[src/rtl/mult_issue_ctrl.sv]
// Operand scheduler for the serial shift-add multiplier: queues signed operand
// pairs, issues one at a time when the multiplier is idle, and holds each product for a valid/ready sink.
module mult_issue_ctrl #(
    parameter int M       = 5,
    parameter int N       = 4,
    parameter int DEPTH   = 4,
    parameter int TIMEOUT = 32
) (
    input  logic                     clk,
    input  logic                     rst_n,
    input  logic                     s_valid,
    output logic                     s_ready,
    input  logic [M-1:0]             s_a,
    input  logic [N-1:0]             s_b,
    output logic                     mult_enable,
    output logic [M-1:0]             mult_in_a,
    output logic [N-1:0]             mult_in_b,
    input  logic [M+N-1:0]           mult_out,
    input  logic                     mult_out_valid,
    output logic                     m_valid,
    input  logic                     m_ready,
    output logic [M+N-1:0]           m_data,
    output logic                     busy,
    output logic                     timeout_err,
    output logic [$clog2(DEPTH):0]   fifo_count
);

    // state  | meaning
    // IDLE   | waiting for a queued pair and an empty result register
    // ISSUE  | one-cycle start pulse, FIFO head popped
    // WAIT   | waiting for the product strobe or the timeout
    localparam logic [1:0] S_IDLE  = 2'd0;
    localparam logic [1:0] S_ISSUE = 2'd1;
    localparam logic [1:0] S_WAIT  = 2'd2;

    localparam int AW = $clog2(DEPTH);
    localparam int CW = AW + 1;
    localparam int TW = $clog2(TIMEOUT);

    logic [M-1:0]   mem_a [DEPTH];
    logic [N-1:0]   mem_b [DEPTH];

    logic [AW-1:0]  wr_ptr_q, rd_ptr_q;
    logic [CW-1:0]  count_q, count_d;
    logic           s_ready_q;
    logic [1:0]     state_q, state_d;
    logic [TW-1:0]  wcnt_q, wcnt_d;
    logic [M-1:0]   ina_q, ina_d;
    logic [N-1:0]   inb_q, inb_d;
    logic           mval_q, mval_d;
    logic [M+N-1:0] mdata_q, mdata_d;
    logic           terr_q, terr_d;

    logic push, pop;

    // s_ready is a registered copy of (count < DEPTH), so a pop never frees a slot the same cycle
    assign push = s_valid && s_ready_q;
    assign pop  = (state_q == S_ISSUE);

    always_comb begin
        count_d = count_q;
        case ({push, pop})
            2'b10:   count_d = count_q + CW'(1);
            2'b01:   count_d = count_q - CW'(1);
            default: count_d = count_q;
        endcase
    end

    always_ff @(posedge clk) begin
        if (push) begin
            mem_a[wr_ptr_q] <= s_a;
            mem_b[wr_ptr_q] <= s_b;
        end
    end

    always_comb begin
        state_d = state_q;
        wcnt_d  = wcnt_q;
        ina_d   = ina_q;
        inb_d   = inb_q;
        mval_d  = mval_q;
        mdata_d = mdata_q;
        terr_d  = terr_q;

        if (mval_q && m_ready) begin
            mval_d = 1'b0;
        end

        case (state_q)
            S_IDLE: begin
                if ((count_q != '0) && !mval_q) begin
                    state_d = S_ISSUE;
                    ina_d   = mem_a[rd_ptr_q];
                    inb_d   = mem_b[rd_ptr_q];
                end
            end
            S_ISSUE: begin
                state_d = S_WAIT;
                wcnt_d  = '0;
            end
            S_WAIT: begin
                // a strobe on the last wait cycle still wins over the timeout
                if (mult_out_valid) begin
                    mdata_d = mult_out;
                    mval_d  = 1'b1;
                    state_d = S_IDLE;
                end else if (wcnt_q == TW'(TIMEOUT - 1)) begin
                    terr_d  = 1'b1;
                    state_d = S_IDLE;
                end else begin
                    wcnt_d = wcnt_q + TW'(1);
                end
            end
            default: state_d = S_IDLE;
        endcase
    end

    always_ff @(posedge clk or negedge rst_n) begin
        if (!rst_n) begin
            wr_ptr_q  <= '0;
            rd_ptr_q  <= '0;
            count_q   <= '0;
            s_ready_q <= 1'b1;
            state_q   <= S_IDLE;
            wcnt_q    <= '0;
            ina_q     <= '0;
            inb_q     <= '0;
            mval_q    <= 1'b0;
            mdata_q   <= '0;
            terr_q    <= 1'b0;
        end else begin
            if (push) wr_ptr_q <= wr_ptr_q + AW'(1);
            if (pop)  rd_ptr_q <= rd_ptr_q + AW'(1);
            count_q   <= count_d;
            s_ready_q <= (count_d < CW'(DEPTH));
            state_q   <= state_d;
            wcnt_q    <= wcnt_d;
            ina_q     <= ina_d;
            inb_q     <= inb_d;
            mval_q    <= mval_d;
            mdata_q   <= mdata_d;
            terr_q    <= terr_d;
        end
    end

    assign s_ready     = s_ready_q;
    assign mult_enable = (state_q == S_ISSUE);
    assign mult_in_a   = ina_q;
    assign mult_in_b   = inb_q;
    assign m_valid     = mval_q;
    assign m_data      = mdata_q;
    assign timeout_err = terr_q;
    assign fifo_count  = count_q;
    assign busy        = (state_q != S_IDLE) || (count_q != '0) || mval_q;

endmodule

[config.mk]
export PLATFORM = sky130hd
export DESIGN_NAME = mult_issue_ctrl
export DESIGN_NICKNAME = d
export VERILOG_FILES = /design/src/rtl/mult_issue_ctrl.sv
export SDC_FILE = /design/constraint.sdc
export NUM_CORES = 1
export LEC_CHECK = 0
export CORE_MARGIN = 2
export CORE_UTILIZATION = 52
export DETAILED_ROUTE_END_ITERATION = 12
export GPL_ROUTABILITY_DRIVEN = 0
export PLACE_DENSITY = 0.81
export SYNTH_ARGS = -nofsm -noshare
export SYNTH_HDL_FRONTEND = slang
export SYNTH_SLANG_ARGS = --single-unit
[constraint.sdc]
create_clock -name clk -period 2.6 [get_ports clk]
set_input_delay 0.52 -clock clk [delete_from_list [all_inputs] [get_ports clk]]
set_output_delay 0.52 -clock clk [all_outputs]
set_load 0.02 [all_outputs]
### Word-level counts from Yosys, hierarchy flattened

Memories as Yosys holds them, arrays and structs flattened. A register that Yosys moved wholly into a read port is not among the register bits.
Cells that the tools add are included.

* register bits after elaboration: 26
* bits in writable memories: 36
* bits of input ports: 23
* output and inout bits: 26
* word-level logic and storage cells: 57
* memories kept: 2

* add/subtract/negate cells: 5
* $lt $le $gt $ge: 1
* eq/ne operators: 9
* mux-type cells: 13
* bitwise logic cells: 1
* reductions and logical operators: 17

Memories
* mem_a: depth 4, width 5, rd ports 1, clocked after Yosys merged registers in 1, write ports 1, line 40 `logic [M-1:0] mem_a [DEPTH];`
* mem_b: depth 4, width 4, rd ports 1, clocked after Yosys merged registers in 1, write ports 1, line 41 `logic [N-1:0] mem_b [DEPTH];`

Operator list (number)
* 5-bit 2-to-1 mux: 2
* 5-bit one-hot mux with 2 select lines: 1
* 2-bit 2-to-1 mux: 3
* 2-bit != test, second input constant: 3
* 2-bit one-hot mux with 3 select lines: 1
* 3-bit one-hot mux with 2 select lines: 1
* 2-bit AND reduction: 3
* 3-bit AND reduction: 2
* 5-bit by 1-bit adder with 5-bit output, second input constant: 1
* 5-bit == test, second input constant: 1
* 1-bit 2-to-1 mux: 5
* 2-bit by 1-bit adder with 2-bit output, second input constant: 2
* 2-bit by 1-bit == test with 1-bit output, second input constant: 2
* 2-bit == test, second input constant: 2
* 2-bit nonzero test: 2
* 3-bit by 1-bit adder with 3-bit output, second input constant: 1
* 1-bit logical AND: 3
* 1-bit zero test: 3
* 3-bit less-than comparator, second input constant: 1
* 3-bit != test, second input constant: 1
* 3-bit nonzero test: 1
* 3-bit by 1-bit subtractor with 3-bit output, second input constant: 1
* 2-bit zero test: 1
* 1-bit logical OR: 2
* 1-bit NOT: 1

### Longest topological paths before layout

* depth in word-level cells: 4
* gate-level depth with buffers: 7
* gate-level depth less buffers: 6

### Least setup slack after synthesis

Ideal clock, no wire load.

* path type: register -> register
* start point: reg state_q[1]
* end point: reg count_q[1] (netlist: fifo_count[1])
* library setup time: 0.125 ns
* arrival: 2.028 ns
* required time: 2.475 ns
* path slack: 0.447 ns
* cell stages (with the launch flop): 6
* buffers on the path: 1
* clock period less this slack: 2.153 ns
* path through: dfrtp_1 -> buf_2 -> nor2b_1 -> ha_1 -> fa_1 -> mux2_2

* word-level cells in the longest chain between the ends: 3
* elaborated cells between the ends (all ways): 4
* classes of those cells: eq/ne (3); mux (1)

RTL lines
* start, declared: line 46 `logic [1:0] state_q, state_d;`
* start signal, assigned: line 136 `state_q <= state_d;`
* 2-bit by 1-bit == test with 1-bit output (*)
* named net mult_enable: line 15 `output logic mult_enable,`
* 2-bit by 1-bit == test with 1-bit output or 2-bit == test (tied branches): line 62 `case ({push, pop})`
* 3-bit one-hot mux with 2 select lines (*): line 62
* end signal, assigned: line 134 `count_q <= count_d;`
* end, declared: line 44 `logic [CW-1:0] count_q, count_d;`

Mark *: on every way through the listed nets, which the timed path passes. The rest lies on a longest branch.
A chain may end at the register's enable or synchronous reset.

### Final worst setup path

* start point: reg state_q[1]
* end point: out busy

* word-level cells in the longest chain between the ends: 3

RTL lines
* 2-bit nonzero test: line 154 `assign busy = (state_q != S_IDLE) || (count_q != '0) || mval_q;`
* 1-bit logical OR (2 in series): line 154
* end, declared: line 23 `output logic busy,`

No other way between the ends.

==> impl_results.md <==
* Outcome: finished clean
* TritonCTS clock tree: built
* Post-synthesis sequential area ratio at 67.49%
* Fin area at 0.003725 mm²
* Largest net degree at the start of global routing at 36
* Routed len/inst at 16.04 µm
* Register area at 0.001958 mm²
* Share of cells above drive strength 1 at 21.30%
* Initial antenna violation count at 0
* Post-CTS sizing at 0
* Die outline area at 0.006194 mm²
* Xor/xnor share of the synthesized area at 2.113%
* Pins Over Slew Limit at 0
* Crit-path max FO at 14
* Cell Pwr Density at 1245 mW/mm²
* Ports at 49
* Met2 usage at 27.09%
* Final min period at 2.340 ns
* Row cnt at 27
* Area growth from synthesis to layout at 28.37%
* Setup bufs post-CTS at 0
* Power share of the combinational group at 37.3%
* Starting DRC count in detailed routing at 102
* # clock sinks at 71
* Mean Syn Cell Area at 17.37 µm²
* First-pass GRT wire length at 7810 µm
* Final WL at 4843 µm
* Syn_nets at 198
* CTS max path bufs at 2
* Final Hold Fails at 0
* H-tree levels at 3
* Core Box Area at 0.005439 mm²
* Commonest non-fill, non-tap cells in the layout: clkdlybuf4s50_1, edfxtp_1, dfrtp_1, mux2_2, clkbuf_8
* Initial core utilization at 53.35%
* Vias in the first global route at 1,605
* Chip width at 78.70 µm
* Final setup vio count at 0
* Grt ovf at 0
* Max VDD drop at 0.0009108 V
* Critical Path RT at 2.08 ns
* M3 GR Usage at 4.773%
* CTS root buf: clkbuf_8
* Post-synth cell types at 35
* Vias per cell at 5.219
* Slew @ Worst Pin at 0.7726 ns
* Clock Pin Slew Worst Setup and Hold Paths at 0.07 ns
* Hold/Removal Path Class: input port to async pin
* DR DRC count at 0
* DR pass1 iterations at 4
* Clock share of power at 24.4%
* Inserted Diodes at 0
* Die Y at 78.70 µm
* Seq pwr share at 38.3%
* CP arrival at 1.82 ns
* Clock skew at 0.004475 ns
* Worst-Skew Late Latency at 0.33 ns
* M1 GR Usage at 22.56%
* FILL cells at 370
* Adder-Cell Fraction of Synth Area at 3.708%
* Flop and latch count out of synthesis at 71
* Synthesized instance count at 167
* Leakage at 1.478 nW
* Post-Synth Simple-Gate Area at 5.649%
* P_sw at 1.398 mW
* Multiplexer area fraction after synthesis at 16.60%
* Final worst path period share at 89.99%
* Setup crit end kind: output pin
* Number of port buffers at 48
* Clock buffer count from CTS at 9
* Multi-input gate area at 895.9 µm²
* Routed vias at 1,576
* Most common cell after layout, fill and taps aside: clkdlybuf4s50_1
* Most crowded layer after global routing: met2
* Area post-placement at 0.003465 mm²
* Detail Route Antenna Nets at 0
* Setup TNS at 0 ns
* F_max at 427.4 MHz
* WS Path Type: flip-flop to output pin
* GRT Overall Usage at 17.30%
* RSZ-0062 raised after global routing: no
* CP Launch Type: flip-flop
* # nets final at 256
* Max_cap viols at 0
* Sw frac at 30.16%
* Hold buffer count at cts at 0
* Mapped Area at 0.002902 mm²
* Total internal power at 3.237 mW
* Dpl hpwl at 3182 µm
* Warnings from Yosys at 0
* Finished Core Util at 68.48%
* Largest family of logic cells by synthesized area: multiplexers
* Area fraction in compound gates after synthesis at 2.803%
* Max-slew headroom at 48.50%
## power by group through the flow
| stage | clock network [mW] | logic, mW | registers (mW) |
|---|---|---|---|
| after floorplan | 0 | 0.961 | 1.95 |
| after global placement | 0 | 1.71 | 1.79 |
| after detailed placement | 0 | 1.75 | 1.80 |
| after CTS | 1.15 | 1.76 | 1.78 |
| after global routing | 1.20 | 1.86 | 1.82 |
| final | 1.13 | 1.73 | 1.78 |
## final cells by class
| class | instances | area share (%) |
|---|---|---|
| clock buffers | 10 | 3.426 |
| clock inverters | 6 | 3.561 |
| flip-flops and latches | 71 | 52.57 |
| multi-input cells | 87 | 24.05 |
| inverters | 4 | 0.4031 |
| repair buffers | 52 | 13.57 |
| well taps | 72 | 2.419 |
## through the flow
stage               worst slack [ns]  power [mW]  hold WS [ns]  instances
floorplan                     0.4471       2.907        0.2244        167
global placement              0.2935       3.502        0.4530        286
detailed placement            0.2108       3.549        0.4537        286
CTS                           0.2351       4.689        0.2786        302
global route                  0.1486       4.882        0.3299        302
finish                        0.2603       4.636        0.2583        302
## registers in the layout, summed over array words and instances (netlist names), 4 cells and up, named ones only
signal	count
mem_a	20
mult_in_b	4
mem_b	16
mult_in_a	5
m_data	9
wcnt_q	5
## worst max-delay path, stage by stage, from the launching register on
cell and delay [ns]:
dfrtp_1 0.38, buf_4 0.18, nor3_1 0.26, nand2_1 0.11, clkdlybuf4s50_1 0.55
## layer usage
| metal | up-vias | wire (µm) | share of wire [%] |
|---|---|---|---|
| li1 | 747 | - | - |
| met1 | 794 | 2225 | 46 |
| met2 | 29 | 2391 | 49 |
| met3 | 6 | 160 | 3.3 |
| met4 | 0 | 66 | 1.4 |
| met5 | - | 0 | 0 |
## kinds of logic after synthesis
family          Yosys count
buf+inv                   9
mux                      31
xor+xnor                  7
compound gates           11
flops                    71
simple gates             30
fa+ha+maj                 8
## Yosys cell counts (all sizes together)
master,count,area (µm²)
a21o,2,15.01
a31o,1,8.760
a31oi,2,12.51
and3,5,31.28
buf,5,32.53
dfrtp,34,850.8
dfstp,1,26.28
edfxtp,36,1081
fa,1,20.02
ha,7,87.58
inv,4,15.01
mux2,20,255.3
mux2i,2,20.02
mux4,9,206.5
nand2,6,25.03
nand2b,1,6.260
nand3,2,10.01
nor2,3,11.26
nor2b,6,37.54
nor3,4,20.02
nor4b,1,8.760
o21ai,2,10.01
o2bb2ai,3,26.28
o311ai,1,8.760
or2,1,6.260
or4,1,7.510
xnor2,5,43.79
xor2,2,17.52
## final timing paths
path | slack (ns) | cells past startpoint | start | to
hold reg to reg | 0.47 | 1 | timeout_err | timeout_err
max in group asynchronous | 1.85 | 1 | rst_n | mult_in_b[1]
min in group clk | 0.47 | 1 | timeout_err | timeout_err
hold / removal | 0.26 | 1 | rst_n | fifo_count[1]
setup / recovery | 0.26 | 4 | state_q[1] | busy
setup reg to reg | 0.64 | 6 | wcnt_q[0] | wcnt_q[3]
(Power assumes the default switching activity.)
